--- src/rtl/rnn_spike_decoder_pkg.sv ---
// ============================================================================
// Module   : rnn_pkg
// Purpose  : Shared FSM encoding, saturation limit and defaults for the spike decoder.
// Revision : 1.0
// ============================================================================
`default_nettype none

package rnn_pkg;

    localparam int unsigned  c_win_log2_default = 8;
    localparam logic [7:0]   c_sat_max          = 8'd255;

    typedef enum logic [0:0] {
        ST_IDLE  = 1'b0,
        ST_COUNT = 1'b1
    } state_t;

    // Adds a single bit to an 8-bit value, sticking at the ceiling instead of wrapping.
    function automatic logic [7:0] sat_add(input logic [7:0] a, input logic b);
        return (a == c_sat_max) ? c_sat_max : a + {7'd0, b};
    endfunction

endpackage

`default_nettype wire

--- src/rtl/rnn_spike_decoder_if.sv ---
// ============================================================================
// Module   : rnn_spike_decoder_if
// Purpose  : Spike input, control and rate/ISI result bundle of the decoder.
// Revision : 1.0
// ============================================================================
`default_nettype none

interface rnn_spike_decoder_if;
    logic       ena;
    logic       spike_in;
    logic       clear;
    logic       out_ready;
    logic [7:0] rate_out;
    logic       out_valid;
    logic [7:0] isi_out;
    logic       overrun;

    modport master (
        output ena, spike_in, clear, out_ready,
        input  rate_out, out_valid, isi_out, overrun
    );

    modport slave (
        input  ena, spike_in, clear, out_ready,
        output rate_out, out_valid, isi_out, overrun
    );
endinterface

`default_nettype wire

--- src/rtl/rnn_sat_counter.sv ---
// ============================================================================
// Module   : rnn_sat_counter
// Purpose  : 8-bit up-counter with enable and synchronous clear, saturating at 255.
// Revision : 1.0
// ============================================================================
`default_nettype none

module rnn_sat_counter
    import rnn_pkg::*;
(
    input  wire logic       clk,
    input  wire logic       rst,
    input  wire logic       i_clear,
    input  wire logic       i_en,
    output logic [7:0]      o_count
);

    logic [7:0] r_count;

    always_ff @(posedge clk or posedge rst) begin
        if (rst) begin
            r_count <= 8'd0;
        end else if (i_clear) begin
            r_count <= 8'd0;
        end else if (i_en) begin
            r_count <= sat_add(r_count, 1'b1);
        end
    end

    assign o_count = r_count;

endmodule

`default_nettype wire

--- src/rtl/rnn_spike_decoder.sv ---
// ============================================================================
// Module   : rnn_spike_decoder
// Purpose  : Rate decoder (spikes per 2^WIN_LOG2 enabled cycles) plus inter-spike interval.
// Revision : 1.0
// ============================================================================
`default_nettype none

module rnn_spike_decoder
    import rnn_pkg::*;
#(
    parameter int unsigned WIN_LOG2 = c_win_log2_default
) (
    input  wire logic               clk,
    input  wire logic               rst,
    rnn_spike_decoder_if.slave      bus
);

    localparam logic [WIN_LOG2-1:0] c_win_last = '1;

    state_t              r_state;
    state_t              w_state_next;
    logic                w_cnt_en;
    logic                w_spike;
    logic                w_win_end;
    logic [WIN_LOG2-1:0] r_win_ctr;
    logic [7:0]          w_spk_cnt;
    logic [7:0]          w_isi_ctr;
    logic [7:0]          r_rate_out;
    logic [7:0]          r_isi_out;
    logic                r_out_valid;
    logic                r_overrun;
    logic                r_seen;

    always_ff @(posedge clk or posedge rst) begin
        if (rst) begin
            r_state <= ST_IDLE;
        end else begin
            r_state <= w_state_next;
        end
    end

    always_comb begin
        w_state_next = r_state;
        if (bus.clear) begin
            w_state_next = ST_IDLE;
        end else begin
            case (r_state)
                ST_IDLE:  if (bus.ena) w_state_next = ST_COUNT;
                ST_COUNT: w_state_next = ST_COUNT;
                default:  w_state_next = ST_IDLE;
            endcase
        end
    end

    // The IDLE->COUNT cycle is itself window cycle 0, so both states count on ena.
    always_comb begin
        w_cnt_en = 1'b0;
        case (r_state)
            ST_IDLE:  w_cnt_en = bus.ena;
            ST_COUNT: w_cnt_en = bus.ena;
            default:  w_cnt_en = 1'b0;
        endcase
    end

    assign w_spike   = w_cnt_en & bus.spike_in;
    assign w_win_end = w_cnt_en & (r_win_ctr == c_win_last);

    rnn_sat_counter u_spk_cnt (
        .clk     (clk),
        .rst     (rst),
        .i_clear (bus.clear | w_win_end),
        .i_en    (w_spike),
        .o_count (w_spk_cnt)
    );

    rnn_sat_counter u_isi_ctr (
        .clk     (clk),
        .rst     (rst),
        .i_clear (bus.clear | w_spike),
        .i_en    (w_cnt_en & ~bus.spike_in),
        .o_count (w_isi_ctr)
    );

    always_ff @(posedge clk or posedge rst) begin
        if (rst) begin
            r_win_ctr   <= '0;
            r_rate_out  <= 8'd0;
            r_isi_out   <= 8'd0;
            r_out_valid <= 1'b0;
            r_overrun   <= 1'b0;
            r_seen      <= 1'b0;
        end else if (bus.clear) begin
            r_win_ctr   <= '0;
            r_rate_out  <= 8'd0;
            r_isi_out   <= 8'd0;
            r_out_valid <= 1'b0;
            r_overrun   <= 1'b0;
            r_seen      <= 1'b0;
        end else begin
            if (w_cnt_en) begin
                r_win_ctr <= r_win_ctr + 1'b1;
            end
            // A window end overrides a simultaneous handshake; overrun only if nobody took the old result.
            if (w_win_end) begin
                r_rate_out  <= sat_add(w_spk_cnt, bus.spike_in);
                r_out_valid <= 1'b1;
                if (r_out_valid && !bus.out_ready) begin
                    r_overrun <= 1'b1;
                end
            end else if (r_out_valid && bus.out_ready) begin
                r_out_valid <= 1'b0;
            end
            if (w_spike) begin
                r_seen <= 1'b1;
                if (r_seen) begin
                    r_isi_out <= sat_add(w_isi_ctr, 1'b1);
                end
            end
        end
    end

    assign bus.rate_out  = r_rate_out;
    assign bus.isi_out   = r_isi_out;
    assign bus.out_valid = r_out_valid;
    assign bus.overrun   = r_overrun;

endmodule

`default_nettype wire

--- src/flat_wrapper.sv ---
// flat-port wrapper written by rule: the top's interface ports become plain ports
module rnn_spike_decoder_flat import rnn_pkg::*;
#(
    parameter int unsigned WIN_LOG2 = c_win_log2_default
)
  (clk, rst, bus_ena, bus_spike_in, bus_clear, bus_out_ready, bus_rate_out, bus_out_valid, bus_isi_out, bus_overrun);
  rnn_spike_decoder_if bus_i ();
  input  wire logic clk;
  input  wire logic rst;
  input wire logic [$bits(bus_i.ena)-1:0] bus_ena;
  input wire logic [$bits(bus_i.spike_in)-1:0] bus_spike_in;
  input wire logic [$bits(bus_i.clear)-1:0] bus_clear;
  input wire logic [$bits(bus_i.out_ready)-1:0] bus_out_ready;
  output wire logic [$bits(bus_i.rate_out)-1:0] bus_rate_out;
  output wire logic [$bits(bus_i.out_valid)-1:0] bus_out_valid;
  output wire logic [$bits(bus_i.isi_out)-1:0] bus_isi_out;
  output wire logic [$bits(bus_i.overrun)-1:0] bus_overrun;
  assign bus_i.ena = bus_ena;
  assign bus_i.spike_in = bus_spike_in;
  assign bus_i.clear = bus_clear;
  assign bus_i.out_ready = bus_out_ready;
  assign bus_rate_out = bus_i.rate_out;
  assign bus_out_valid = bus_i.out_valid;
  assign bus_isi_out = bus_i.isi_out;
  assign bus_overrun = bus_i.overrun;
  rnn_spike_decoder #(.WIN_LOG2(WIN_LOG2)) u_core (.clk(clk), .rst(rst), .bus(bus_i));
endmodule
--- config.mk ---
export PLATFORM = sky130hd
export DESIGN_NAME = rnn_spike_decoder_flat
export DESIGN_NICKNAME = d
export VERILOG_FILES = /design/src/rtl/rnn_spike_decoder_pkg.sv /design/src/rtl/rnn_spike_decoder_if.sv /design/src/rtl/rnn_sat_counter.sv /design/src/rtl/rnn_spike_decoder.sv /design/src/flat_wrapper.sv
export SDC_FILE = /design/constraint.sdc
export NUM_CORES = 1
export LEC_CHECK = 0
export ABC_AREA = 1
export CORE_MARGIN = 2
export CORE_UTILIZATION = 48
export CTS_CLUSTER_DIAMETER = 80
export CTS_CLUSTER_SIZE = 24
export DETAILED_ROUTE_END_ITERATION = 10
export PLACE_DENSITY = 0.69
export SLEW_MARGIN = 20
export SYNTH_ARGS = -nofsm -noshare
export SYNTH_HDL_FRONTEND = slang
export SYNTH_SLANG_ARGS = --single-unit
--- constraint.sdc ---
create_clock -name clk -period 1.6 [get_ports clk]
set_input_delay 0.16 -clock clk [delete_from_list [all_inputs] [get_ports clk]]
set_output_delay 0.16 -clock clk [all_outputs]
set_load 0.02 [all_outputs]
==> results.toml <==
[clock_tree]
cts_made_buffers = 5
cts_root_buf = "clkbuf_8"
clock_latency_ns = 0.29
clkTransAtPathRegs_ns = 0.08
cts_max_level = 2
clk_path_buf_depth = 2
cts_sinks = 43
cts_tree = "built"
ctsResizeCount = 0
cts_setup_buffers = 0
holdBufCountCts = 0

[timing]
period_share_pct = 92.1
fmax_ghz = 0.679
setup-violations-final = 0
min_period_ns = 1.47
final_max_slew_viol_count = 0
rsz0062_at_grt = "no"
clock_skew_ns = 0.00618
hold_viol_final = 0
worst_slew_pin_slew_ns = 0.276
max_slew_margin_pct = 81.6
holdWs_ns = 0.220

[yosys]
synthesis.nets = 324
ys_ff_latch = 43
yosys_warnings = 0
synth_area_mm2 = 0.00243
synth_top_cell_area_share_pct = 44.3
yosysSeqAreaShare_pct = 44.3
ys_types = 28
yosysTopAreaCell = "dfrtp_1"
synth_cells = 312
synth_area_leaders = "dfrtp_1 (44%), nand2_1 (16%), nand3_1 (8.7%)"
syn_area_per_cell_um2 = 7.79

[power]
vdd_ir_drop_max_v = 0.000353
power_mw = 1.91
power.density_mw_per_mm2 = 664
leakagePower_nw = 1.53

[drt]
ant_nets = 0
drt_pass1_iterations = 4
via_per_inst = 5.01
wl_mm = 4.91
drc = 0
vias = 2058
wl_per_cell_um = 11.9
drtIter0Drc = 152

[setup_path]
reg2reg_from = "u_core.u_spk_cnt.o_count[0]"
ff2ff_path_depth = 7
critical_path_class = "register to register"
endpoint_kind = "register"
cp_data_required_time_ns = 1.78
worstPathArrival_ns = 1.65
crit_fanout = 11
crit_path_start = "u_core.u_spk_cnt.o_count[0]"
startpoint_type = "register"
r2r_end = "u_core.bus.rate_out[0]"
r2r_slack_ns = 0.13

[final_layout]
multi_input_area_mm2 = 0.00117
finalNonFillerCells = 411
stdcell_area_mm2 = 0.00288
area_growth_pct = 18.6
fill_cells = 454
ff_latch_area_mm2 = 0.00108
utilization_pct = 59.8
diodes = 0
nets = 357
layout-drive-gt1-share_pct = 12.5

[place]
gp_congestion = 0.820
dp_hpwl_mm = 3.58
postPlaceCellArea_mm2 = 0.00280
io_buffer_count = 23
placed_cells = 405

[job]
max_cap_viol_count = 0

[grt]
grt_overflow = 0
grt.total_usage_pct = 19.4
grt_max_degree = 44
grt_pass1_vias = 1821
grt_antenna_before_repair = 0
grt_pass1_wl_mm = 8.38

[outcome]
outcome = "finished clean"

[floorplan]
initial_core_util_pct = 50.4
chipHeight_um = 75.2
rows = 25
core_mm2 = 0.00482
fp.dieW_um = 75.2
ios = 24
die_area_mm2 = 0.00565

[min_path]
min-delay-path-class = "input port to asynchronous set/reset pin"
[through the flow]
stage	setup WS (ns)	setup TNS, ns
after detailed placement	-0.00187	-0.00187
after CTS	0.0932	0
after global placement	0.0293	0
final	0.127	0
after floorplan	0.301	0
after global routing	0.00559	0
[worst max-delay path by stage]
| stage | to | slack [ns] | depth (start not counted) |
|---|---|---|---|
| after floorplan | u_core.u_spk_cnt.o_count[0] | 0.30 | 8 |
| after global placement | u_core.bus.rate_out[6] | 0.03 | 10 |
| after detailed placement | u_core.bus.rate_out[6] | -0.002 | 10 |
| after CTS | u_core.u_spk_cnt.o_count[4] | 0.09 | 7 |
| after global routing | u_core.u_spk_cnt.o_count[4] | 0.006 | 7 |
| final | u_core.bus.rate_out[0] | 0.13 | 7 |
[layout by cell type (no fill, tap or decap), drive strengths merged]
cell | netlist | final
nor3b | 1 | 1
ha | 6 | 6
o21ai | 19 | 19
xor2 | 3 | 3
inv | 36 | 36
nand3 | 51 | 51
clkbuf | 0 | 6
nand4 | 3 | 3
nor3 | 3 | 3
and3 | 1 | 1
a21oi | 6 | 6
buf | 8 | 11
dfrtp | 43 | 43
nor2 | 27 | 27
nand2 | 104 | 104
xnor2 | 1 | 1
clkdlybuf4s50 | 0 | 23
[cells in the mapped netlist]
master	instances
nand3_2	7
inv_2	6
nor2_4	1
nor3_1	2
nand3_1	42
buf_2	3
nand3_4	2
xor2_1	3
nand4_1	3
a21oi_1	6
buf_6	2
buf_4	1
nor3_2	1
and3_1	1
nand2_4	1
nor2_8	2
inv_1	30
nor2_1	24
o21ai_0	8
buf_1	2
nor3b_1	1
ha_1	6
o21ai_2	2
o21ai_1	9
dfrtp_1	43
nand2_8	1
nand2_1	102
xnor2_1	1
[layer usage]
metal	global-route usage, %	vias up	routed length (µm)	part of all wire [%]
li1	-	1057	-	-
met1	28.5	945	2550	52
met2	28.8	50	2100	43
met3	4.02	6	198	4.0
met4	6.43	0	64	1.3
met5	0	-	0	0
[power by group]
group | leakage, nW | internal [mW] | switching (mW) | total [mW]
logic | 0.901 | 0.0604 | 0.102 | 0.162
clock network | 0.0371 | 0.291 | 0.340 | 0.631
registers | 0.594 | 1.10 | 0.0166 | 1.12
total | 1.53 | 1.45 | 0.459 | 1.91
[state kept, by name, summed over array words and instances (netlist names)]
register,count
u_core.bus.overrun,1
u_core.u_spk_cnt.o_count,8
u_core.bus.out_valid,1
u_core.bus.rate_out,8
u_core.bus.isi_out,8
u_core.r_seen,1
u_core.u_isi_ctr.o_count,8
u_core.r_win_ctr,8
[layout make-up]
type	instances	share of cell area (%)
Multi-Input combinational cell	225	40.8
Sequential cell	43	37.4
Timing Repair Buffer	34	11.7
Tap cell	67	2.91
Inverter	36	4.69
Clock buffer	6	2.52
[worst max-delay path: stages, from the launching register on]
cell     delay [ns]
dfrtp_2        0.46
ha_1           0.24
nand2_1        0.08
inv_2          0.07
nand3_4        0.19
inv_2          0.09
o21ai_1        0.15
nand2_1        0.07
[logic make-up (layout without fill, tap and decap cells)]
kind of cell	Yosys count	after routing	share of synthesized area [%]
adders and majority gates	6	6	3.09
AOI/OAI and AO/OA	25	25	5.46
xor gates and xnor gates	4	4	1.44
and+or+nand+nor	190	190	38.0
DFF	43	43	44.3
buffers and inverters	44	76	7.72
Power figures use the tool's default switching activity.
